## src/rtl/interrupt_controller_pkg.sv

```systemverilog
// Shared constants for the interrupt controller and its
// neighbours in the RV32IM pipeline.
package interrupt_controller_pkg;

  localparam logic [1:0] ST_IDLE   = 2'd0;
  localparam logic [1:0] ST_SAVE   = 2'd1;
  localparam logic [1:0] ST_IN_ISR = 2'd2;

  localparam logic [31:0] DEF_ISR_BASE   = 32'h0000_0100;
  localparam int          DEF_ISR_STRIDE = 16;

  // Return-PC register, also used by reg_file
  localparam logic [4:0] RET_REG_IDX = 5'd30;

endpackage

```

## src/rtl/irq_sync_edge.sv

```systemverilog
// Two-flop synchroniser, edge flop and registered
// rising-edge pulse for one interrupt line.
module irq_sync_edge (
  input  logic i_clk,
  input  logic i_rst_n,
  input  logic i_irq,
  output logic o_rise
);

  logic r_s1;
  logic r_s2;
  logic r_s3;
  logic r_rise;

  always_ff @(posedge i_clk or negedge i_rst_n) begin
    if (!i_rst_n) begin
      r_s1   <= 1'b0;
      r_s2   <= 1'b0;
      r_s3   <= 1'b0;
      r_rise <= 1'b0;
    end else begin
      r_s1   <= i_irq;
      r_s2   <= r_s1;
      r_s3   <= r_s2;
      r_rise <= r_s2 & ~r_s3;
    end
  end

  assign o_rise = r_rise;

endmodule

```

## src/rtl/interrupt_controller.sv

```systemverilog
// Latches external interrupt edges, picks the lowest-index
// enabled one and steers the pipeline into its ISR.
module interrupt_controller
  import interrupt_controller_pkg::*;
#(
  parameter int          NUM_IRQ    = 4,
  parameter logic [31:0] ISR_BASE   = DEF_ISR_BASE,
  parameter int          ISR_STRIDE = DEF_ISR_STRIDE
) (
  input  logic               CLK,
  input  logic               RESET,
  input  logic [NUM_IRQ-1:0] IRQ,
  input  logic [NUM_IRQ-1:0] IRQ_ENABLE,
  input  logic [31:0]        PC_NEXT,
  input  logic               PIPE_SAFE,
  input  logic               ISR_RETURN,
  output logic               INTERUPT_PC_REG_EN,
  output logic [31:0]        PC_NEXT_REGFILE,
  output logic               ISR_PC_SEL,
  output logic [31:0]        ISR_PC,
  output logic               PIPE_FLUSH,
  output logic [NUM_IRQ-1:0] IRQ_ACK,
  output logic               IN_ISR,
  output logic [2:0]         ACTIVE_ID
);

  logic [NUM_IRQ-1:0] w_rise;
  logic [NUM_IRQ-1:0] w_elig;
  logic [NUM_IRQ-1:0] w_onehot;
  logic [NUM_IRQ-1:0] w_clr;
  logic [NUM_IRQ-1:0] r_pend;
  logic [2:0]         w_id;
  logic               w_any;
  logic               w_save;
  logic [1:0]         r_state;
  logic [2:0]         r_id;
  logic [31:0]        r_pc;
  logic [31:0]        r_vec;

  for (genvar gi = 0; gi < NUM_IRQ; gi++) begin : g_sync
    irq_sync_edge u_sync (
      .i_clk   (CLK),
      .i_rst_n (RESET),
      .i_irq   (IRQ[gi]),
      .o_rise  (w_rise[gi])
    );
  end

  assign w_elig = r_pend & IRQ_ENABLE;

  always_comb begin
    w_id  = 3'd0;
    w_any = 1'b0;
    for (int i = NUM_IRQ - 1; i >= 0; i--) begin
      if (w_elig[i]) begin
        w_id  = 3'(i);
        w_any = 1'b1;
      end
    end
  end

  assign w_save   = (r_state == ST_SAVE);
  assign w_onehot = NUM_IRQ'(1) << r_id;
  assign w_clr    = w_save ? w_onehot : '0;

  // A new edge in the clearing cycle must survive
  always_ff @(posedge CLK or negedge RESET) begin
    if (!RESET) r_pend <= '0;
    else        r_pend <= (r_pend & ~w_clr) | w_rise;
  end

  always_ff @(posedge CLK or negedge RESET) begin
    if (!RESET) begin
      r_state <= ST_IDLE;
      r_id    <= 3'd0;
      r_pc    <= 32'd0;
      r_vec   <= 32'd0;
    end else begin
      unique case (r_state)
        ST_IDLE: begin
          if (w_any && PIPE_SAFE) begin
            r_state <= ST_SAVE;
            r_id    <= w_id;
            r_pc    <= PC_NEXT;
            r_vec   <= ISR_BASE
                     + 32'(w_id) * 32'(ISR_STRIDE);
          end
        end
        ST_SAVE: r_state <= ST_IN_ISR;
        ST_IN_ISR: begin
          if (ISR_RETURN) r_state <= ST_IDLE;
        end
        default: r_state <= ST_IDLE;
      endcase
    end
  end

  assign INTERUPT_PC_REG_EN = w_save;
  assign ISR_PC_SEL         = w_save;
  assign PIPE_FLUSH         = w_save;
  assign IRQ_ACK            = w_clr;
  assign PC_NEXT_REGFILE    = r_pc;
  assign ISR_PC             = r_vec;
  assign IN_ISR             = (r_state == ST_IN_ISR);
  assign ACTIVE_ID          = r_id;

endmodule

```

## config.mk

```make
export PLATFORM = sky130hd
export DESIGN_NAME = interrupt_controller
export DESIGN_NICKNAME = d
export VERILOG_FILES = /design/src/rtl/interrupt_controller_pkg.sv /design/src/rtl/irq_sync_edge.sv /design/src/rtl/interrupt_controller.sv
export SDC_FILE = /design/constraint.sdc
export NUM_CORES = 1
export LEC_CHECK = 0
export BUFFER_PORTS_ARGS = -buffer_cell sky130_fd_sc_hd__buf_2
export CELL_PAD_IN_SITES_DETAIL_PLACEMENT = 0
export CELL_PAD_IN_SITES_GLOBAL_PLACEMENT = 1
export CORE_MARGIN = 2
export CORE_UTILIZATION = 32
export CTS_CLUSTER_SIZE = 24
export DETAILED_ROUTE_END_ITERATION = 6
export GPL_ROUTABILITY_DRIVEN = 1
export PLACE_DENSITY_LB_ADDON = 0.1
export SLEW_MARGIN = 10
export SYNTH_ARGS = -nofsm -noshare
export SYNTH_HDL_FRONTEND = slang
export SYNTH_SLANG_ARGS = --single-unit
```

## constraint.sdc

```tcl
create_clock -name CLK -period 1.5 [get_ports CLK]
set_input_delay 0 -clock CLK [delete_from_list [all_inputs] [get_ports CLK]]
set_output_delay 0 -clock CLK [all_outputs]
set_load 0.1 [all_outputs]
```

==> run_summary.xml <==
<?xml version="1.0" encoding="UTF-8"?>
<metrics>
  <group name="outcome">
    <metric name="status" unit="">finished clean</metric>
  </group>
  <group name="worst_setup_path">
    <metric name="crit_fanout" unit="">6</metric>
    <metric name="start_kind" unit="">flip-flop</metric>
    <metric name="delay_of_the_slowest_critical_path_stage" unit="ns">0.39</metric>
    <metric name="timing.setup.critical_path_class" unit="">flip-flop to flip-flop</metric>
    <metric name="r2r-start" unit="">r_pend[1]$_DFF_PN0_</metric>
    <metric name="worst_setup_path_end_kind" unit="">flip-flop</metric>
    <metric name="worst_r2r_path_depth" unit="">4</metric>
    <metric name="timing.critical_path.arrival" unit="ns">1.68</metric>
    <metric name="crit-reg2reg-capture" unit="">PC_NEXT_REGFILE[26]$_DFFE_PN0P_</metric>
    <metric name="crit_required" unit="ns">1.71</metric>
    <metric name="crit_path_cell_trace" unit="">a22o_1 &gt; o21a_4 &gt; clkbuf_16 &gt; mux2_4</metric>
    <metric name="critical-path-slowest-cell" unit="">sky130_fd_sc_hd__dfrtp_1</metric>
    <metric name="worst-r2r-setup-slack" unit="ns">0.02</metric>
  </group>
  <group name="min_path">
    <metric name="hold-path-cell-count" unit="">3</metric>
    <metric name="hold_startpoint" unit="">IRQ_ENABLE[0]</metric>
    <metric name="hold_end" unit="">ISR_PC[5]$_DFFE_PN0P_</metric>
    <metric name="holdCritPathClass" unit="">input pin to flip-flop</metric>
  </group>
  <group name="placed_design">
    <metric name="preCtsSetupSlack" unit="ns">0.0130</metric>
    <metric name="numPortBuffers" unit="">88</metric>
    <metric name="hpwlAfterDp" unit="um">3060</metric>
    <metric name="place.gp.congestion" unit="">0.683</metric>
  </group>
  <group name="yosys">
    <metric name="yosys_warnings" unit="">0</metric>
    <metric name="syn-cell-area" unit="um^2">2420</metric>
    <metric name="post_synth_num_cell_types" unit="">23</metric>
    <metric name="ys_seq_elements" unit="">57</metric>
    <metric name="yosysSeqAreaShare" unit="%">58.9</metric>
    <metric name="syn_area_per_cell" unit="um^2">14.9</metric>
    <metric name="synth_cells" unit="">162</metric>
  </group>
  <group name="sta">
    <metric name="fmax" unit="GHz">0.676</metric>
    <metric name="report.final.slew_viol_count" unit="">0</metric>
    <metric name="finalCriticalPeriod" unit="ns">1.48</metric>
    <metric name="final-setup-viol-count" unit="">0</metric>
    <metric name="grt_setup_unrepaired" unit="">true</metric>
    <metric name="post-route-worst-setup-slack" unit="ns">0.0218</metric>
    <metric name="final_min_period_over_clock_period" unit="%">98.5</metric>
    <metric name="final-hold-violation-count" unit="">0</metric>
    <metric name="fin_worst_skew" unit="ns">0.00806</metric>
  </group>
  <group name="cts">
    <metric name="cts_tree" unit="">done</metric>
    <metric name="h-tree-depth" unit="">3</metric>
    <metric name="cts_made_buffers" unit="">9</metric>
    <metric name="clock-root-buffer" unit="">sky130_fd_sc_hd__clkbuf_8</metric>
    <metric name="numClockSinks" unit="">57</metric>
    <metric name="cts.path.max_buffers" unit="">2</metric>
    <metric name="clk_latency" unit="ns">0.32</metric>
    <metric name="cts.clk_slew.worst_paths" unit="ns">0.06</metric>
  </group>
  <group name="finish">
    <metric name="synthToLayoutAreaGrowth" unit="%">52.2</metric>
    <metric name="mostFrequentLayoutCell" unit="">sky130_fd_sc_hd__buf_2</metric>
    <metric name="most-common-layout-cells" unit="">sky130_fd_sc_hd__buf_2, sky130_fd_sc_hd__dfrtp_1, sky130_fd_sc_hd__dlygate4sd3_1</metric>
    <metric name="finish.net_count" unit="">345</metric>
    <metric name="antennaDiodeCount" unit="">0</metric>
    <metric name="share_of_layout_cells_above_drive_strength_1" unit="%">52.0</metric>
  </group>
  <group name="detailed_routing">
    <metric name="met1Wirelength" unit="um">2190</metric>
    <metric name="dr_total_vias" unit="">1572</metric>
    <metric name="route.top_layer_used" unit="">met4</metric>
    <metric name="drt_first_pass_iters" unit="">2</metric>
    <metric name="drt_iter0_markers" unit="">54</metric>
    <metric name="detail-route-antenna-nets" unit="">0</metric>
    <metric name="routed_wire_length_per_instance" unit="um">11.9</metric>
    <metric name="viasPerCell" unit="">3.88</metric>
    <metric name="finalWirelength" unit="um">4830</metric>
    <metric name="drc" unit="">0</metric>
    <metric name="met2_length" unit="um">2230</metric>
    <metric name="wl_met3" unit="um">320</metric>
  </group>
  <group name="grt">
    <metric name="grtUsageTotal" unit="%">11.4</metric>
    <metric name="antenna_found_initial" unit="">0</metric>
    <metric name="grt_pass1_vias" unit="">1615</metric>
    <metric name="global_route_wire_length_before_repair" unit="um">7470</metric>
    <metric name="gr_overflow_total" unit="">0</metric>
    <metric name="grt_start_max_net_pins" unit="">45</metric>
  </group>
  <group name="die">
    <metric name="initial_util" unit="%">33.2</metric>
    <metric name="die_h" unit="um">91.0</metric>
    <metric name="num_rows" unit="">31</metric>
    <metric name="chipWidth" unit="um">91.0</metric>
    <metric name="io-pin-count" unit="">119</metric>
    <metric name="die_area" unit="um^2">8280</metric>
    <metric name="core-area" unit="um^2">7290</metric>
  </group>
  <group name="flow_run">
    <metric name="max-cap-violations" unit="">0</metric>
  </group>
</metrics>
## per-layer routing
metal | vias up | GRT usage (%)
met2 | 73 | 17.7
li1 | 749 | -
met4 | 0 | 6.44
met3 | 9 | 3.07
met1 | 741 | 14.5
met5 | - | 0
## through the flow
| stage | util (%) | hold WS [ns] | TNS, ns | cell area, um^2 | std cells |
|---|---|---|---|---|---|
| detailed placement | 40.9 | -0.0701 | 0 | 2980 | 347 |
| finish | 50.5 | 0.0489 | 0 | 3680 | 405 |
| global route | 50.5 | 0.0532 | -1.04 | 3680 | 405 |
| floorplan | - | -0.296 | -0.913 | 2590 | 191 |
| global placement | 40.9 | -0.0696 | 0 | 2980 | 347 |
| CTS | 49.0 | 0.0150 | 0 | 3570 | 401 |
## final cells by class
class	count	area, um^2
fill	654	3610
sequential	57	1430
timing repair buffer	137	1060
multi-input combinational	91	835
clock buffer	10	128
tap	99	124
clock inverter	6	82.6
inverter	5	22.5
## cells by family after synthesis
kind of cell           Yosys count  share of synthesized area, %
AO/OA/AOI/OAI                   11                          3.00
buffers and inverters           43                          14.3
flip-flops                      57                          58.9
multiplexers                    33                          19.7
other                            1                         0.155
AND/OR/NAND/NOR                 17                          3.98
## worst max-delay path, delay by kind of cell (launching register included)
kind,cells,cell delay (ns)
flops,1,0.39
mux,1,0.29
compound gates,2,0.50
buf+inv,1,0.18
## timing repair
action	CTS	global route
resized for setup	0	12
hold buffers	38	0
buffers inserted	0	1
hold endpoints to repair	94	0
endpoints found under the setup margin	0	37
## Yosys cell counts
| cell | n | area, um^2 |
|---|---|---|
| sky130_fd_sc_hd__nand2b_1 | 2 | 12.5 |
| sky130_fd_sc_hd__or2b_1 | 1 | 7.51 |
| sky130_fd_sc_hd__mux2_4 | 28 | 420 |
| sky130_fd_sc_hd__a32oi_1 | 1 | 8.76 |
| sky130_fd_sc_hd__nor2b_1 | 4 | 25.0 |
| sky130_fd_sc_hd__buf_12 | 3 | 60.1 |
| sky130_fd_sc_hd__and3_1 | 1 | 6.26 |
| sky130_fd_sc_hd__buf_4 | 34 | 255 |
| sky130_fd_sc_hd__or2_2 | 1 | 6.26 |
| sky130_fd_sc_hd__nor2_1 | 1 | 3.75 |
| sky130_fd_sc_hd__nand2_1 | 4 | 15.0 |
| sky130_fd_sc_hd__nor3b_1 | 2 | 15.0 |
| sky130_fd_sc_hd__a22o_1 | 1 | 8.76 |
| sky130_fd_sc_hd__a21oi_1 | 3 | 15.0 |
| sky130_fd_sc_hd__o21a_1 | 1 | 7.51 |
| sky130_fd_sc_hd__dfrtp_1 | 57 | 1430 |
| sky130_fd_sc_hd__inv_1 | 5 | 18.8 |
| sky130_fd_sc_hd__conb_1 | 1 | 3.75 |
| sky130_fd_sc_hd__o21bai_1 | 3 | 22.5 |
| sky130_fd_sc_hd__o21ai_0 | 2 | 10.0 |
| sky130_fd_sc_hd__nor3_1 | 1 | 5.00 |
| sky130_fd_sc_hd__mux2_2 | 5 | 56.3 |
| sky130_fd_sc_hd__buf_6 | 1 | 11.3 |
## state kept, by name, summed over array words and instances (netlist names)
signal	count
ISR_PC	2
g_sync.u_sync.r_s3	4
g_sync.u_sync.o_rise	4
ACTIVE_ID	1
g_sync.u_sync.r_s1	4
r_pend	4
PC_NEXT_REGFILE	32
r_state	2
g_sync.u_sync.r_s2	4
## worst max-delay path by stage
stage / start / endpoint
after global placement: r_state[1]$_DFFE_PN0P_ / PC_NEXT_REGFILE[8]$_DFFE_PN0P_
after CTS: r_state[1]$_DFFE_PN0P_ / PC_NEXT_REGFILE[8]$_DFFE_PN0P_
after global routing: r_state[0]$_DFFE_PN0P_ / PC_NEXT_REGFILE[26]$_DFFE_PN0P_
after detailed placement: r_state[1]$_DFFE_PN0P_ / PC_NEXT_REGFILE[6]$_DFFE_PN0P_
final: r_pend[1]$_DFF_PN0_ / PC_NEXT_REGFILE[26]$_DFFE_PN0P_
after floorplan: ACTIVE_ID[0]$_DFFE_PN0P_ / r_pend[1]$_DFF_PN0_
Power is not shown: default switching activity piles up to over one toggle a cycle in this logic, so the estimate is an artifact.
